File: config.mk
export PLATFORM = sky130hd
export DESIGN_NAME = fp_normalize_pack_flat
export DESIGN_NICKNAME = d
export VERILOG_FILES = /design/src/rtl/fp_normalize_pack_if.sv /design/src/rtl/fp_normalize_pack.sv /design/src/flat_wrapper.sv
export SDC_FILE = /design/constraint.sdc
export NUM_CORES = 1
export LEC_CHECK = 0
export CAP_MARGIN = 15
export CORE_MARGIN = 5
export CORE_UTILIZATION = 40
export DETAILED_ROUTE_END_ITERATION = 12
export PLACE_DENSITY = 0.61
export SLEW_MARGIN = 20
export SYNTH_ARGS = -nofsm -noshare
export SYNTH_HDL_FRONTEND = slang
export SYNTH_SLANG_ARGS = --single-unit
File: constraint.sdc
create_clock -name clk -period 2.4 [get_ports clk]
set_input_delay 0.48 -clock clk [delete_from_list [all_inputs] [get_ports clk]]
set_output_delay 0.48 -clock clk [all_outputs]
set_load 0.03 [all_outputs]
File: src/rtl/fp_normalize_pack_if.sv
// Handshake bundle between the FP adder core and fp_normalize_pack.
// The slave modport is the normalizer side; master is the producer/consumer side.
interface fp_normalize_pack_if;
   logic        in_valid;
   logic        in_ready;
   logic        in_sign;
   logic [7:0]  in_exp;
   logic [27:0] in_mant;
   logic        out_valid;
   logic        out_ready;
   logic [31:0] out_res;
   logic        out_ovf;
   logic        out_unf;

   modport master (
      output in_valid, in_sign, in_exp, in_mant, out_ready,
      input  in_ready, out_valid, out_res, out_ovf, out_unf
   );

   modport slave (
      input  in_valid, in_sign, in_exp, in_mant, out_ready,
      output in_ready, out_valid, out_res, out_ovf, out_unf
   );
endinterface

File: src/rtl/fp_normalize_pack.sv
// FP adder back end: normalize raw sum, round to nearest-even, pack binary32.
// Optional macro FPU_NORM_FASTSHIFT_EN replaces the 1-bit/cycle shifter with a one-cycle LZC barrel shift.
module fp_normalize_pack (
   input  logic                    clk,
   input  logic                    rst_n,
   fp_normalize_pack_if.slave      bus
);

   typedef enum logic [1:0] {IDLE, SHIFT, ROUND, DONE} state_t;

   state_t      state, state_nx;
   logic        sgn, sgn_nx;
   logic [8:0]  e, e_nx;
   logic [27:0] m, m_nx;
   logic [31:0] res, res_nx;
   logic        ovf, ovf_nx;
   logic        unf, unf_nx;

   logic        inexact;
   logic        inc;
   logic [24:0] rsum;
   logic [8:0]  e_rnd;
   logic        hid;
   logic [22:0] frac;
   logic [7:0]  field;

   always_ff @(posedge clk or negedge rst_n) begin
      if (!rst_n) begin
         state <= IDLE;
         sgn   <= 1'b0;
         e     <= '0;
         m     <= '0;
         res   <= '0;
         ovf   <= 1'b0;
         unf   <= 1'b0;
      end else begin
         state <= state_nx;
         sgn   <= sgn_nx;
         e     <= e_nx;
         m     <= m_nx;
         res   <= res_nx;
         ovf   <= ovf_nx;
         unf   <= unf_nx;
      end
   end

   assign bus.in_ready  = (state == IDLE);
   assign bus.out_valid = (state == DONE);
   assign bus.out_res   = res;
   assign bus.out_ovf   = ovf;
   assign bus.out_unf   = unf;

   // Rounding datapath; a carry out of the 24-bit significand bumps the exponent.
   always_comb begin
      inexact = |m[2:0];
      inc     = m[2] & (m[1] | m[0] | m[3]);
      rsum    = {1'b0, m[26:3]} + {24'd0, inc};
      if (rsum[24]) begin
         e_rnd = e + 9'd1;
         hid   = 1'b1;
         frac  = '0;
      end else begin
         e_rnd = e;
         hid   = rsum[23];
         frac  = rsum[22:0];
      end
      field = hid ? e_rnd[7:0] : 8'd0;
   end

`ifdef FPU_NORM_FASTSHIFT_EN
   logic [4:0] lzc;
   logic [8:0] amt;

   // Shift is clamped at e-1 so a denormal stops at exponent 1, as the iterative loop does.
   always_comb begin
      lzc = 5'd27;
      for (int unsigned i = 0; i < 27; i++) begin
         if (m[i]) lzc = 5'(26 - i);
      end
      amt = ({4'd0, lzc} < (e - 9'd1)) ? {4'd0, lzc} : (e - 9'd1);
   end
`endif

   always_comb begin
      state_nx = state;
      sgn_nx   = sgn;
      e_nx     = e;
      m_nx     = m;
      res_nx   = res;
      ovf_nx   = ovf;
      unf_nx   = unf;
      case (state)
         IDLE: begin
            if (bus.in_valid) begin
               sgn_nx   = bus.in_sign;
               e_nx     = {1'b0, (bus.in_exp == 8'd0) ? 8'd1 : bus.in_exp};
               m_nx     = bus.in_mant;
               state_nx = SHIFT;
            end
         end
         SHIFT: begin
            if (m == '0) begin
               sgn_nx   = 1'b0;
               res_nx   = '0;
               ovf_nx   = 1'b0;
               unf_nx   = 1'b0;
               state_nx = DONE;
            end else if (m[27]) begin
               m_nx     = {1'b0, m[27:2], m[1] | m[0]};
               e_nx     = e + 9'd1;
               state_nx = ROUND;
            end else if (m[26] || (e == 9'd1)) begin
               state_nx = ROUND;
            end else begin
`ifdef FPU_NORM_FASTSHIFT_EN
               m_nx     = m << amt;
               e_nx     = e - amt;
               state_nx = ROUND;
`else
               m_nx     = {m[26:0], 1'b0};
               e_nx     = e - 9'd1;
`endif
            end
         end
         ROUND: begin
            if (e_rnd >= 9'd255) begin
               res_nx = {sgn, 8'hFF, 23'h0};
               ovf_nx = 1'b1;
               unf_nx = 1'b0;
            end else begin
               res_nx = {sgn, field, frac};
               ovf_nx = 1'b0;
               unf_nx = (field == 8'd0) & inexact;
            end
            state_nx = DONE;
         end
         DONE: begin
            if (bus.out_ready) state_nx = IDLE;
         end
         default: state_nx = IDLE;
      endcase
   end

endmodule

File: src/flat_wrapper.sv
// flat-port wrapper written by rule: the top's interface ports become plain ports
module fp_normalize_pack_flat 
  (clk, rst_n, bus_in_valid, bus_in_sign, bus_in_exp, bus_in_mant, bus_out_ready, bus_in_ready, bus_out_valid, bus_out_res, bus_out_ovf, bus_out_unf);
  fp_normalize_pack_if bus_i ();
  input  logic clk;
  input  logic rst_n;
  input wire logic [$bits(bus_i.in_valid)-1:0] bus_in_valid;
  input wire logic [$bits(bus_i.in_sign)-1:0] bus_in_sign;
  input wire logic [$bits(bus_i.in_exp)-1:0] bus_in_exp;
  input wire logic [$bits(bus_i.in_mant)-1:0] bus_in_mant;
  input wire logic [$bits(bus_i.out_ready)-1:0] bus_out_ready;
  output wire logic [$bits(bus_i.in_ready)-1:0] bus_in_ready;
  output wire logic [$bits(bus_i.out_valid)-1:0] bus_out_valid;
  output wire logic [$bits(bus_i.out_res)-1:0] bus_out_res;
  output wire logic [$bits(bus_i.out_ovf)-1:0] bus_out_ovf;
  output wire logic [$bits(bus_i.out_unf)-1:0] bus_out_unf;
  assign bus_i.in_valid = bus_in_valid;
  assign bus_i.in_sign = bus_in_sign;
  assign bus_i.in_exp = bus_in_exp;
  assign bus_i.in_mant = bus_in_mant;
  assign bus_i.out_ready = bus_out_ready;
  assign bus_in_ready = bus_i.in_ready;
  assign bus_out_valid = bus_i.out_valid;
  assign bus_out_res = bus_i.out_res;
  assign bus_out_ovf = bus_i.out_ovf;
  assign bus_out_unf = bus_i.out_unf;
  fp_normalize_pack u_core (.clk(clk), .rst_n(rst_n), .bus(bus_i));
endmodule
==> flow_summary.toml <==
[run_status]
status = "finished, final reports clean"

[flow_run]
drv_cap = 0

[grt]
grt_max_degree = 75
grt_usage = 0.197
grt_first_pass_wirelength_um = 23000
grt-ovfl-total = 0
antenna_found_initial = 0
grt_pass1_vias = 4440

[detailed_routing]
drt_wl_total_um = 13600
via_per_inst = 5.60
drc = 0
drtPass1Iterations = 5
antenna_left = 0
drt_iter0_drc = 298
num_vias = 4449
avgRoutedWirePerCell_um = 17.1

[synth]
synth_area_sq_um = 4850
synth_edf_count = 0
synth_fp_nets = 614
netlist_instances = 566
ys_seq_area_frac = 0.382
yosys-mux-area-fraction = 0.0150
synth_ff_type = "dfrtp_1"
synth_fa_ha_area_frac = 0.0181
synth-seq-cells = 74
syn_area_per_cell_sq_um = 8.57
ys_warn_count = 0
synth_top_family_by_area = "simple AND/OR/NAND/NOR gates"
synth_simple_gate_area_frac = 0.242
synth_compound_area_frac = 0.213
yosys.cell_types.count = 58
async_flop_share = 1.00
synth-xor-area-share = 0.0632

[cells_and_area]
antenna-diode-count = 0
num-nets-final = 690
ff_latch_area_sq_um = 1850
finalInstanceArea_sq_um = 6250
fillers = 1095
drive_above_1_share = 0.176
multiInputGateArea_sq_um = 2710
area_growth_pct = 28.8

[clock_tree]
clockBufferDepth = 2
cts.clk_slew.worst_paths_ps = 60
insertion_delay_ps = 350
cts_tree = "built"
ctsHoldBuffers = 0
numCtsBuffers = 9
clockRootBuffer = "clkbuf_16"
htreeDepth = 3
cts_sinks = 74

[setup_path]
critPathCaptureType = "register"
reg2reg_depth = 7
critPathMaxFanout = 9
cp_data_arrival_time_ps = 2500
start_kind = "register"
crit_type = "register to register"
required_ps = 2610

[placed_design]
place_area_sq_um = 5920
place_ws_ps = -8.94
numPortBuffers = 76
place_hpwl_um = 9840
gp_congestion = 0.870

[sta]
relSlewSlack = 0.505
worst_pin_slew_ps = 742
max_freq_mhz = 437
period_minus_slack_ps = 2290
finalHoldViolCount = 0
setup_viol = 0
skew_ps = 8.39
rsz0062_at_grt = "yes"
final.setup.worst_slack_ps = 109
drv_slew = 0
min_period_over_period = 0.955

[power_and_ir_drop]
clock_power_share = 0.145
combPwrFrac = 0.596
p_switching_mw = 4.49
p_seq_frac = 0.259
peakVddDrop_mv = 0.771
p_per_area_nw_per_um2 = 1520
intPower_mw = 5.03
switching_share = 0.472
p_leak_nw = 2.65

[worst_hold_path]
hold_class = "input port to asynchronous set/reset pin"

[floorplanning]
die_x_um = 120
start_util = 0.406
rows = 40
die_height_um = 120
core_area_sq_um = 12000
ios = 77
die-area_sq_um = 14400
-- routing by layer --
metal	global-route usage	vias to the layer above	share of wire
met5	0	-	0
met4	0.0694	0	0.017
met3	0.0302	16	0.046
met2	0.304	125	0.46
met1	0.281	2137	0.48
li1	-	2171	-
-- cell usage after synthesis, types with 9 or more instances --
cell,n,share of area
o21ai_2,18,0.032
nor3_1,16,0.017
nand4_1,9,0.012
nand2_1,78,0.060
clkbuf_1,33,0.026
xor2_1,19,0.034
buf_2,14,0.014
and3_1,22,0.028
o21ai_0,11,0.011
dfrtp_1,74,0.38
xnor2_1,16,0.029
nand3_1,14,0.014
a221oi_1,25,0.045
nor2_1,55,0.043
a21oi_1,43,0.044
inv_1,14,0.011
o211ai_2,9,0.023
-- worst paths after layout --
path / slack (ps) / startpoint / to
worst max register to register: 110 / u_core.m[17]$_DFFE_PN0P_ / u_core.bus.out_res[24]$_DFFE_PN0P_
min in group clk: 480 / u_core.bus.out_res[15]$_DFFE_PN0P_ / u_core.bus.out_res[15]$_DFFE_PN0P_
max in group asynchronous: 1910 / rst_n / u_core.bus.out_res[26]$_DFFE_PN0P_
worst min register to register: 480 / u_core.bus.out_res[15]$_DFFE_PN0P_ / u_core.bus.out_res[15]$_DFFE_PN0P_
worst max-delay path: 110 / u_core.m[17]$_DFFE_PN0P_ / u_core.bus.out_res[24]$_DFFE_PN0P_
worst min-delay path: 160 / rst_n / u_core.bus.out_res[12]$_DFFE_PN0P_
-- timing repair --
item	4_1_cts	5_1_grt
setup buffers	0	0
gates resized for setup	1	8
pin swaps	0	2
setup endpoints to repair	5	33
-- layout make-up --
class / instances / area share
repair buffers: 121 / 0.184
multi-input cells: 421 / 0.434
flip-flops and latches: 74 / 0.296
well taps: 147 / 0.0294
clock inverters: 5 / 0.00861
clock buffers: 11 / 0.0389
inverters: 15 / 0.00901
-- cell usage in the layout (no fill, tap or decap), types with 5 or more instances in the layout --
cell type,n
o21ai_1,7
nand2_1,78
nor3_1,15
and3_1,22
clkdlybuf4s50_1,74
nor4_1,6
o21ai_2,18
ha_1,7
o31ai_1,5
nand4_1,9
nand3_1,14
buf_4,40
dfrtp_1,74
xnor2_1,16
o21ai_0,11
o211ai_2,9
nor2_1,53
inv_1,14
a31oi_1,6
xor2_1,19
a221oi_1,25
clkbuf_16,9
mux2i_1,5
a22o_1,6
a21oi_1,42
-- flip-flops by register name (all words and copies together) (netlist names) --
signal and flops:
u_core.bus.out_res 32, u_core.m 28, u_core.e 9, u_core.state 2, u_core.bus.out_ovf 1, u_core.bus.out_unf 1, u_core.sgn 1
-- metrics by stage --
stage,power (mW),hold slack (ps),setup TNS (ps),util,std cells
finish,9.52,162,0,0.522,794
global route,10.2,216,-276,0.522,794
CTS,9.55,188,0,0.520,794
detailed placement,8.15,471,-25.3,0.495,778
global placement,8.04,461,0,0.495,778
floorplan,6.25,184,0,-,566
-- cells by family (layout without fill, tap and decap cells) --
| family | count (synthesis) | after routing |
|---|---|---|
| compound gates | 143 | 143 |
| xor+xnor | 35 | 35 |
| fa+ha+maj | 7 | 7 |
| buf+inv | 71 | 152 |
| flops | 74 | 74 |
| mux | 7 | 7 |
| simple gates | 229 | 229 |
-- critical path, cell delays in order, from the launching register on --
cell	delay, ps
dfrtp_1	410
nand4_1	200
nor4_4	380
nand3_2	230
nor3_1	280
xnor2_1	190
a21bo_2	350
o211ai_2	130
-- power groups by stage --
stage | clock [mW] | combinational [mW] | sequential, mW
after global placement | 0 | 5.58 | 2.46
after global routing | 1.43 | 6.22 | 2.56
after floorplan | 0 | 3.54 | 2.71
after detailed placement | 0 | 5.67 | 2.48
final | 1.38 | 5.68 | 2.47
after CTS | 1.40 | 5.69 | 2.47
Note: power is estimated with default switching activity, not from simulation.
